<file path="src/rtl/execute_stage.sv">
`default_nettype none
// ============================================================================
// execute_stage : RV32IM execute stage with forwarding, ALU, branch resolution
//                 and an iterative mul/div unit. Option: EXEC_DIV_ZERO_FAST_EN
// Revision      : 1.0
// ============================================================================
module execute_stage #(
  parameter int DIV_BITS_PER_CYCLE = 1
) (
  input  logic        clk,
  input  logic        rst_n,
  input  logic        FlushE,
  input  logic        JumpE,
  input  logic        JalrE,
  input  logic        BranchE,
  input  logic        MulDivE,
  input  logic [2:0]  Funct3E,
  input  logic [3:0]  ALUControlE,
  input  logic        ALUSrcAE,
  input  logic        ALUSrcBE,
  input  logic [1:0]  ForwardAE,
  input  logic [1:0]  ForwardBE,
  input  logic [31:0] rs1_data_E,
  input  logic [31:0] rs2_data_E,
  input  logic [31:0] PCE,
  input  logic [31:0] immExtE,
  input  logic [31:0] ALUResultM,
  input  logic [31:0] ResultW,
  output logic [31:0] ALUResultE,
  output logic [31:0] WriteDataE,
  output logic [31:0] PCTargetE,
  output logic        PCSrcE,
  output logic        StallMD
);

  localparam int         DI      = 32 / DIV_BITS_PER_CYCLE;
  localparam logic [5:0] DI_LAST = 6'(DI - 1);

  typedef enum logic [1:0] {
    S_IDLE = 2'd0,
    S_MUL  = 2'd1,
    S_DIV  = 2'd2,
    S_DONE = 2'd3
  } md_state_e;

  md_state_e   state_q;
  logic [31:0] opa_q;
  logic [31:0] opb_q;
  logic [1:0]  f3_q;
  logic [31:0] rem_q;
  logic [31:0] quo_q;
  logic [31:0] result_q;
  logic [5:0]  cnt_q;

  logic [31:0] fwd_a;
  logic [31:0] fwd_b;
  logic [31:0] src_a;
  logic [31:0] src_b;
  logic [31:0] alu_res;
  logic        br_cond;

  always_comb begin
    case (ForwardAE)
      2'b01:   fwd_a = ResultW;
      2'b10:   fwd_a = ALUResultM;
      default: fwd_a = rs1_data_E;
    endcase
    case (ForwardBE)
      2'b01:   fwd_b = ResultW;
      2'b10:   fwd_b = ALUResultM;
      default: fwd_b = rs2_data_E;
    endcase
  end

  assign src_a      = ALUSrcAE ? PCE : fwd_a;
  assign src_b      = ALUSrcBE ? immExtE : fwd_b;
  assign WriteDataE = fwd_b;

  always_comb begin
    alu_res = 32'd0;
    case (ALUControlE)
      4'd0:    alu_res = src_a + src_b;
      4'd1:    alu_res = src_a - src_b;
      4'd2:    alu_res = src_a & src_b;
      4'd3:    alu_res = src_a | src_b;
      4'd4:    alu_res = src_a ^ src_b;
      4'd5:    alu_res = {31'd0, $signed(src_a) < $signed(src_b)};
      4'd6:    alu_res = {31'd0, src_a < src_b};
      4'd7:    alu_res = src_a << src_b[4:0];
      4'd8:    alu_res = src_a >> src_b[4:0];
      4'd9:    alu_res = $unsigned($signed(src_a) >>> src_b[4:0]);
      4'd10:   alu_res = src_b;
      default: alu_res = 32'd0;
    endcase
  end

  always_comb begin
    br_cond = 1'b0;
    case (Funct3E)
      3'b000:  br_cond = (fwd_a == fwd_b);
      3'b001:  br_cond = (fwd_a != fwd_b);
      3'b100:  br_cond = ($signed(fwd_a) < $signed(fwd_b));
      3'b101:  br_cond = ($signed(fwd_a) >= $signed(fwd_b));
      3'b110:  br_cond = (fwd_a < fwd_b);
      3'b111:  br_cond = (fwd_a >= fwd_b);
      default: br_cond = 1'b0;
    endcase
  end

  // rst_n gates the stall so an asynchronous reset releases the pipeline at once
  assign StallMD = rst_n & ~FlushE &
                   (((state_q == S_IDLE) & MulDivE) | (state_q == S_MUL) | (state_q == S_DIV));

  assign PCSrcE     = (JumpE | (BranchE & br_cond)) & ~StallMD;
  assign PCTargetE  = JalrE ? ((fwd_a + immExtE) & ~32'd1) : (PCE + immExtE);
  assign ALUResultE = (state_q == S_DONE) ? result_q : alu_res;

  logic [63:0] mul_a;
  logic [63:0] mul_b;
  logic [63:0] mul_p;
  logic [31:0] mul_res;

  // Sign-extending to 64 bits makes the truncated product exact for every mode
  assign mul_a   = {{32{(f3_q != 2'b11) & opa_q[31]}}, opa_q};
  assign mul_b   = {{32{~f3_q[1] & opb_q[31]}}, opb_q};
  assign mul_p   = mul_a * mul_b;
  assign mul_res = (f3_q == 2'b00) ? mul_p[31:0] : mul_p[63:32];

  logic        div_signed;
  logic [31:0] dvsr_mag;
  logic [31:0] dvnd_mag_in;
  logic [31:0] div_rem_d;
  logic [31:0] div_quo_d;
  logic [32:0] div_sh;
  logic [32:0] div_df;
  logic [31:0] quo_fin;
  logic [31:0] rem_fin;
  logic [31:0] div_res;

  assign div_signed  = ~f3_q[0];
  assign dvsr_mag    = (div_signed & opb_q[31]) ? -opb_q : opb_q;
  assign dvnd_mag_in = (~Funct3E[0] & fwd_a[31]) ? -fwd_a : fwd_a;

  always_comb begin
    div_rem_d = rem_q;
    div_quo_d = quo_q;
    div_sh    = 33'd0;
    div_df    = 33'd0;
    for (int i = 0; i < DIV_BITS_PER_CYCLE; i++) begin
      div_sh    = {div_rem_d, div_quo_d[31]};
      div_quo_d = {div_quo_d[30:0], 1'b0};
      div_df    = div_sh - {1'b0, dvsr_mag};
      if (!div_df[32]) begin
        div_rem_d    = div_df[31:0];
        div_quo_d[0] = 1'b1;
      end else begin
        div_rem_d = div_sh[31:0];
      end
    end
  end

  // Zero divisor bypasses sign correction so the remainder is the raw dividend
  always_comb begin
    if (opb_q == 32'd0) begin
      quo_fin = 32'hFFFF_FFFF;
      rem_fin = opa_q;
    end else begin
      quo_fin = (div_signed & (opa_q[31] ^ opb_q[31])) ? -div_quo_d : div_quo_d;
      rem_fin = (div_signed & opa_q[31]) ? -div_rem_d : div_rem_d;
    end
    div_res = f3_q[1] ? rem_fin : quo_fin;
  end

  logic        dz_fast;
  logic [31:0] dz_res;

`ifdef EXEC_DIV_ZERO_FAST_EN
  assign dz_fast = (fwd_b == 32'd0);
  assign dz_res  = Funct3E[1] ? fwd_a : 32'hFFFF_FFFF;
`else
  assign dz_fast = 1'b0;
  assign dz_res  = 32'hFFFF_FFFF;
`endif

  always_ff @(posedge clk or negedge rst_n) begin
    if (!rst_n) begin
      state_q  <= S_IDLE;
      opa_q    <= 32'd0;
      opb_q    <= 32'd0;
      f3_q     <= 2'd0;
      rem_q    <= 32'd0;
      quo_q    <= 32'd0;
      result_q <= 32'd0;
      cnt_q    <= 6'd0;
    end else if (FlushE) begin
      state_q <= S_IDLE;
    end else begin
      case (state_q)
        S_IDLE: begin
          if (MulDivE) begin
            opa_q <= fwd_a;
            opb_q <= fwd_b;
            f3_q  <= Funct3E[1:0];
            rem_q <= 32'd0;
            quo_q <= dvnd_mag_in;
            cnt_q <= 6'd0;
            if (!Funct3E[2]) begin
              state_q <= S_MUL;
            end else if (dz_fast) begin
              result_q <= dz_res;
              state_q  <= S_DONE;
            end else begin
              state_q <= S_DIV;
            end
          end
        end
        S_MUL: begin
          result_q <= mul_res;
          state_q  <= S_DONE;
        end
        S_DIV: begin
          rem_q <= div_rem_d;
          quo_q <= div_quo_d;
          cnt_q <= cnt_q + 6'd1;
          if (cnt_q == DI_LAST) begin
            result_q <= div_res;
            state_q  <= S_DONE;
          end
        end
        default: state_q <= S_IDLE;
      endcase
    end
  end

endmodule
`default_nettype wire

</file>
<file path="config.mk">
export PLATFORM = sky130hd
export DESIGN_NAME = execute_stage
export DESIGN_NICKNAME = d
export VERILOG_FILES = /design/src/rtl/execute_stage.sv
export SDC_FILE = /design/constraint.sdc
export NUM_CORES = 2
export LEC_CHECK = 0
export ABC_AREA = 1
export BUFFER_PORTS_ARGS = -buffer_cell sky130_fd_sc_hd__buf_2
export CAP_MARGIN = 20
export CORE_UTILIZATION = 55
export DETAILED_ROUTE_END_ITERATION = 10
export PLACE_DENSITY = 0.79
export SYNTH_ARGS = -nofsm -noshare
export SYNTH_HDL_FRONTEND = slang
export SYNTH_SLANG_ARGS = --single-unit
</file>
<file path="constraint.sdc">
create_clock -name clk -period 24.6 [get_ports clk]
set_input_delay 3.69 -clock clk [delete_from_list [all_inputs] [get_ports clk]]
set_output_delay 3.69 -clock clk [all_outputs]
set_load 0.01 [all_outputs]
</file>
==> flow_summary_export.csv <==
group,metric,value,unit
run_status,outcome,"finished clean",
routing,antenna_left,0,
final_layout,n_fill_cell,11600,
sta,setup_viol,0,
global_routing,grt_usage,0.455,
sta,fin_setup_tns,0,ns
placed_design,dp_hpwl,227000,um
sta,min_period_over_period,0.538,
worst_setup_path,critical_path_arrival,9.54,ns
worst_setup_path,cp_num_buf_inv,9,
logic_synthesis,synth_fp_nets,11800,
sta,worstMarginPinSlew,1.16,ns
cts,postCtsSetupBuffers,0,
final_layout,drive_above_1_share,0.0678,
routing,drt_pass1_iterations,8,
sta,slew_headroom,0.218,
placed_design,place_ws,11.57,ns
sta,finClkSkew,0.00814,ns
placed_design,port_buffers,309,
cts,htreeDepth,4,
cts,cts_buffers,17,
worst_setup_path,cp-start-kind,"primary input",
routing,wl,286000,um
final_layout,stdcell_count,11700,
cts,cts_tree,"yes",
worst_setup_path,slowest_delay,0.52,ns
cts,cts.clk_slew.worst_paths,0.06,ns
final_layout,areaGrowthSynthToFinish,5.50,%
cts,ctsLongestPathBuffers,2,
final_layout,fin_nets,11800,
final_layout,multiInputGateArea,0.0542,mm^2
cts,clock_latency,0.46,ns
global_routing,grt_pass1_vias,71100,
sta,period_needed,13.23,ns
routing,vias,69800,
final_layout,final-seq-area,0.00425,mm^2
cts,root_buffer,"clkbuf_16",
sta,max_clock_freq,75.6,MHz
global_routing,globalRoute.totalOverflow,0,
min_path,hold_end,"opa_q[5]$_DFFE_PN0P_",
worst_setup_path,r2r_start,"f3_q[1]$_DFFE_PN0P_",
logic_synthesis,yosysWarnings,0,
worst_setup_path,crit_fanout,77,
logic_synthesis,synth_cell_types,70,
logic_synthesis,ys_seq_area_frac,0.0621,
logic_synthesis,synth_ff_type,"dfrtp_1",
sta,setup_ws,11.37,ns
global_routing,grt_pass1_wl,427000,um
sta,slew_violations,0,
cts,holdBufCountCts,0,
logic_synthesis,postSynthCellCount,9977,
worst_setup_path,required,20.91,ns
worst_setup_path,worstSetupPathType,"in -> out",
routing,drt-initial-drc-count,8113,
placed_design,gp_congestion,1.14,
logic_synthesis,synthArstFlopShare,1.00,
min_path,hold-path-cell-count,2,
min_path,worstHoldStart,"opa_q[5]$_DFFE_PN0P_",
flow_run,maxCapViolCount,0,
worst_setup_path,ff2ff_path_depth,29,
placed_design,dp_cells,11600,
final_layout,layout_common_cells,"nand2_1, inv_1, fa_1",
worst_setup_path,crit_top_cell,"nand2_1",
min_path,hold_path_class,"reg -> reg",
worst_setup_path,r2r_end,"result_q[28]$_DFFE_PN0P_",
global_routing,grt_max_degree,127,
worst_setup_path,path_depth,29,
routing,wl_per_cell,24.5,um
floorplan,core_area,0.124,mm^2
worst_setup_path,reg2reg_slack,13.88,ns
final_layout,utilization,0.584,
worst_setup_path,end_kind,"primary output",
routing,vias_per_cell,5.98,
floorplan,start_util,0.554,
logic_synthesis,syn_avg_cell_area,6.86,um^2
floorplan,rows,129,
sta,rsz0062_at_grt,"false",
sta,hold_viol,0,
floorplan,die_area,0.126,mm^2
logic_synthesis,syn-cell-area,0.0685,mm^2
floorplan,die_h,355,um
final_layout,final_common_cell,"nand2_1",
worst_setup_path,crit_path_top_delay_cell,"inv_2",
global_routing,antenna_found_initial,34,
cts,cts_resized,0,
floorplan,io_pins,310,
floorplan,die_w,355,um
logic_synthesis,synth_edf_count,0,
routing,post-route-drc-count,0,
logic_synthesis,synth.ff_latch_count,170,
worst_setup_path,cp_top_family,"compound AO/OA/AOI/OAI gates",
cts,cts_sinks,170,
==> per-layer routing <==
layer | routed length (um) | share of wire | vias up | GRT usage
met5 | 195 | 0.00068 | - | 0
met4 | 28900 | 0.10 | 26 | 0.371
met3 | 30600 | 0.11 | 1368 | 0.0975
met2 | 130000 | 0.45 | 4422 | 0.739
met1 | 96600 | 0.34 | 33500 | 0.518
li1 | - | - | 30500 | -
==> cell type report <==
type                       instances  share of cell area
antenna                           17            0.000589
clock inverter                    12             0.00130
multi-input combinational       7168               0.750
clock buffer                      18             0.00608
sequential                       170              0.0589
tap                             1637              0.0284
inverter                        2158               0.112
timing repair buffer             502              0.0426
==> per-stage QoR <==
step / hold WS (ns) / area, um^2
2_1_floorplan: 0.446 / 68500
3_3_place_gp: 0.465 / 71500
3_5_place_dp: 0.466 / 71600
4_1_cts: 0.494 / 72100
5_1_grt: 0.513 / 72200
6_report: 0.491 / 72200
==> registers in the layout, indices dropped and copies added, names as in the netlist <==
name      cells
cnt_q         6
rem_q        32
f3_q          2
quo_q        32
result_q     32
state_q       2
opa_q        32
opb_q        32
==> worst max-delay path by stage <==
stage | startpoint | end | slack [ns]
after floorplan | ForwardBE[0] | ALUResultE[22] | 13.49
after global placement | ForwardBE[0] | ALUResultE[13] | 11.58
after detailed placement | ForwardBE[0] | ALUResultE[13] | 11.57
after CTS | ForwardBE[0] | ALUResultE[13] | 11.54
after global routing | ForwardBE[0] | ALUResultE[13] | 11.05
final | ForwardBE[0] | ALUResultE[13] | 11.37
==> cells in the mapped netlist (6+ instances only) <==
cell       count  share of area
nand3_1      371          0.027
inv_1       2137           0.12
a221oi_1      21         0.0027
nand2_1     2764           0.15
o21ai_1       87         0.0064
o211ai_1      48         0.0053
dfrtp_1      170          0.062
nand3b_1      16         0.0018
o21a_1        17         0.0019
fa_1        1130           0.33
o221ai_1      42         0.0054
nand3_2        6        0.00088
a211oi_1      10         0.0011
a21oi_1      484          0.035
nand2_4        6        0.00099
o22ai_1       48         0.0044
and2_1        20         0.0018
buf_6         10         0.0016
o21bai_1      19         0.0021
nand2_2       30         0.0027
mux2i_1        6        0.00088
o21ai_2       13         0.0017
a221o_1       23         0.0034
o2111ai_1      6        0.00077
xor2_1       101          0.013
or2_2         29         0.0026
nor2_2        18         0.0016
nor2_1       530          0.029
buf_2         46         0.0034
clkbuf_1     359          0.020
buf_1         59         0.0032
xnor2_1       42         0.0054
nand4_1       63         0.0058
ha_1         448          0.082
a21boi_0      10         0.0011
nor3_1        47         0.0034
clkinv_1       9        0.00049
o31ai_1        8        0.00088
a21o_1        25         0.0027
o21ai_0      560          0.041
inv_2         12        0.00066
a31oi_1       50         0.0046
nor4_1        15         0.0014
==> worst reg2reg max path, delay by kind of cell (launching register included) <==
| family | cells | cell delay [ns] |
|---|---|---|
| buffers and inverters | 8 | 1.85 |
| flip-flops | 1 | 0.89 |
| adder cells (fa/ha/maj) | 9 | 5.11 |
| AND/OR/NAND/NOR | 5 | 0.95 |
| AO/OA/AOI/OAI | 7 | 1.83 |
==> logic make-up (layout without fill, tap and decap cells) <==
logic type / count (synthesis) / after routing / synth area share
adder cells (fa/ha/maj): 1578 / 1578 / 0.412
other: 0 / 17 / 0
flip-flops: 170 / 170 / 0.0621
buffers and inverters: 2639 / 2690 / 0.147
AND/OR/NAND/NOR: 3936 / 3936 / 0.234
XOR/XNOR: 143 / 143 / 0.0183
multiplexers: 8 / 8 / 0.00121
AO/OA/AOI/OAI: 1503 / 1503 / 0.125
Power is left out: the tool's default activity adds up to more than one toggle a clock period on the data nets, which glitch-free logic cannot reach.
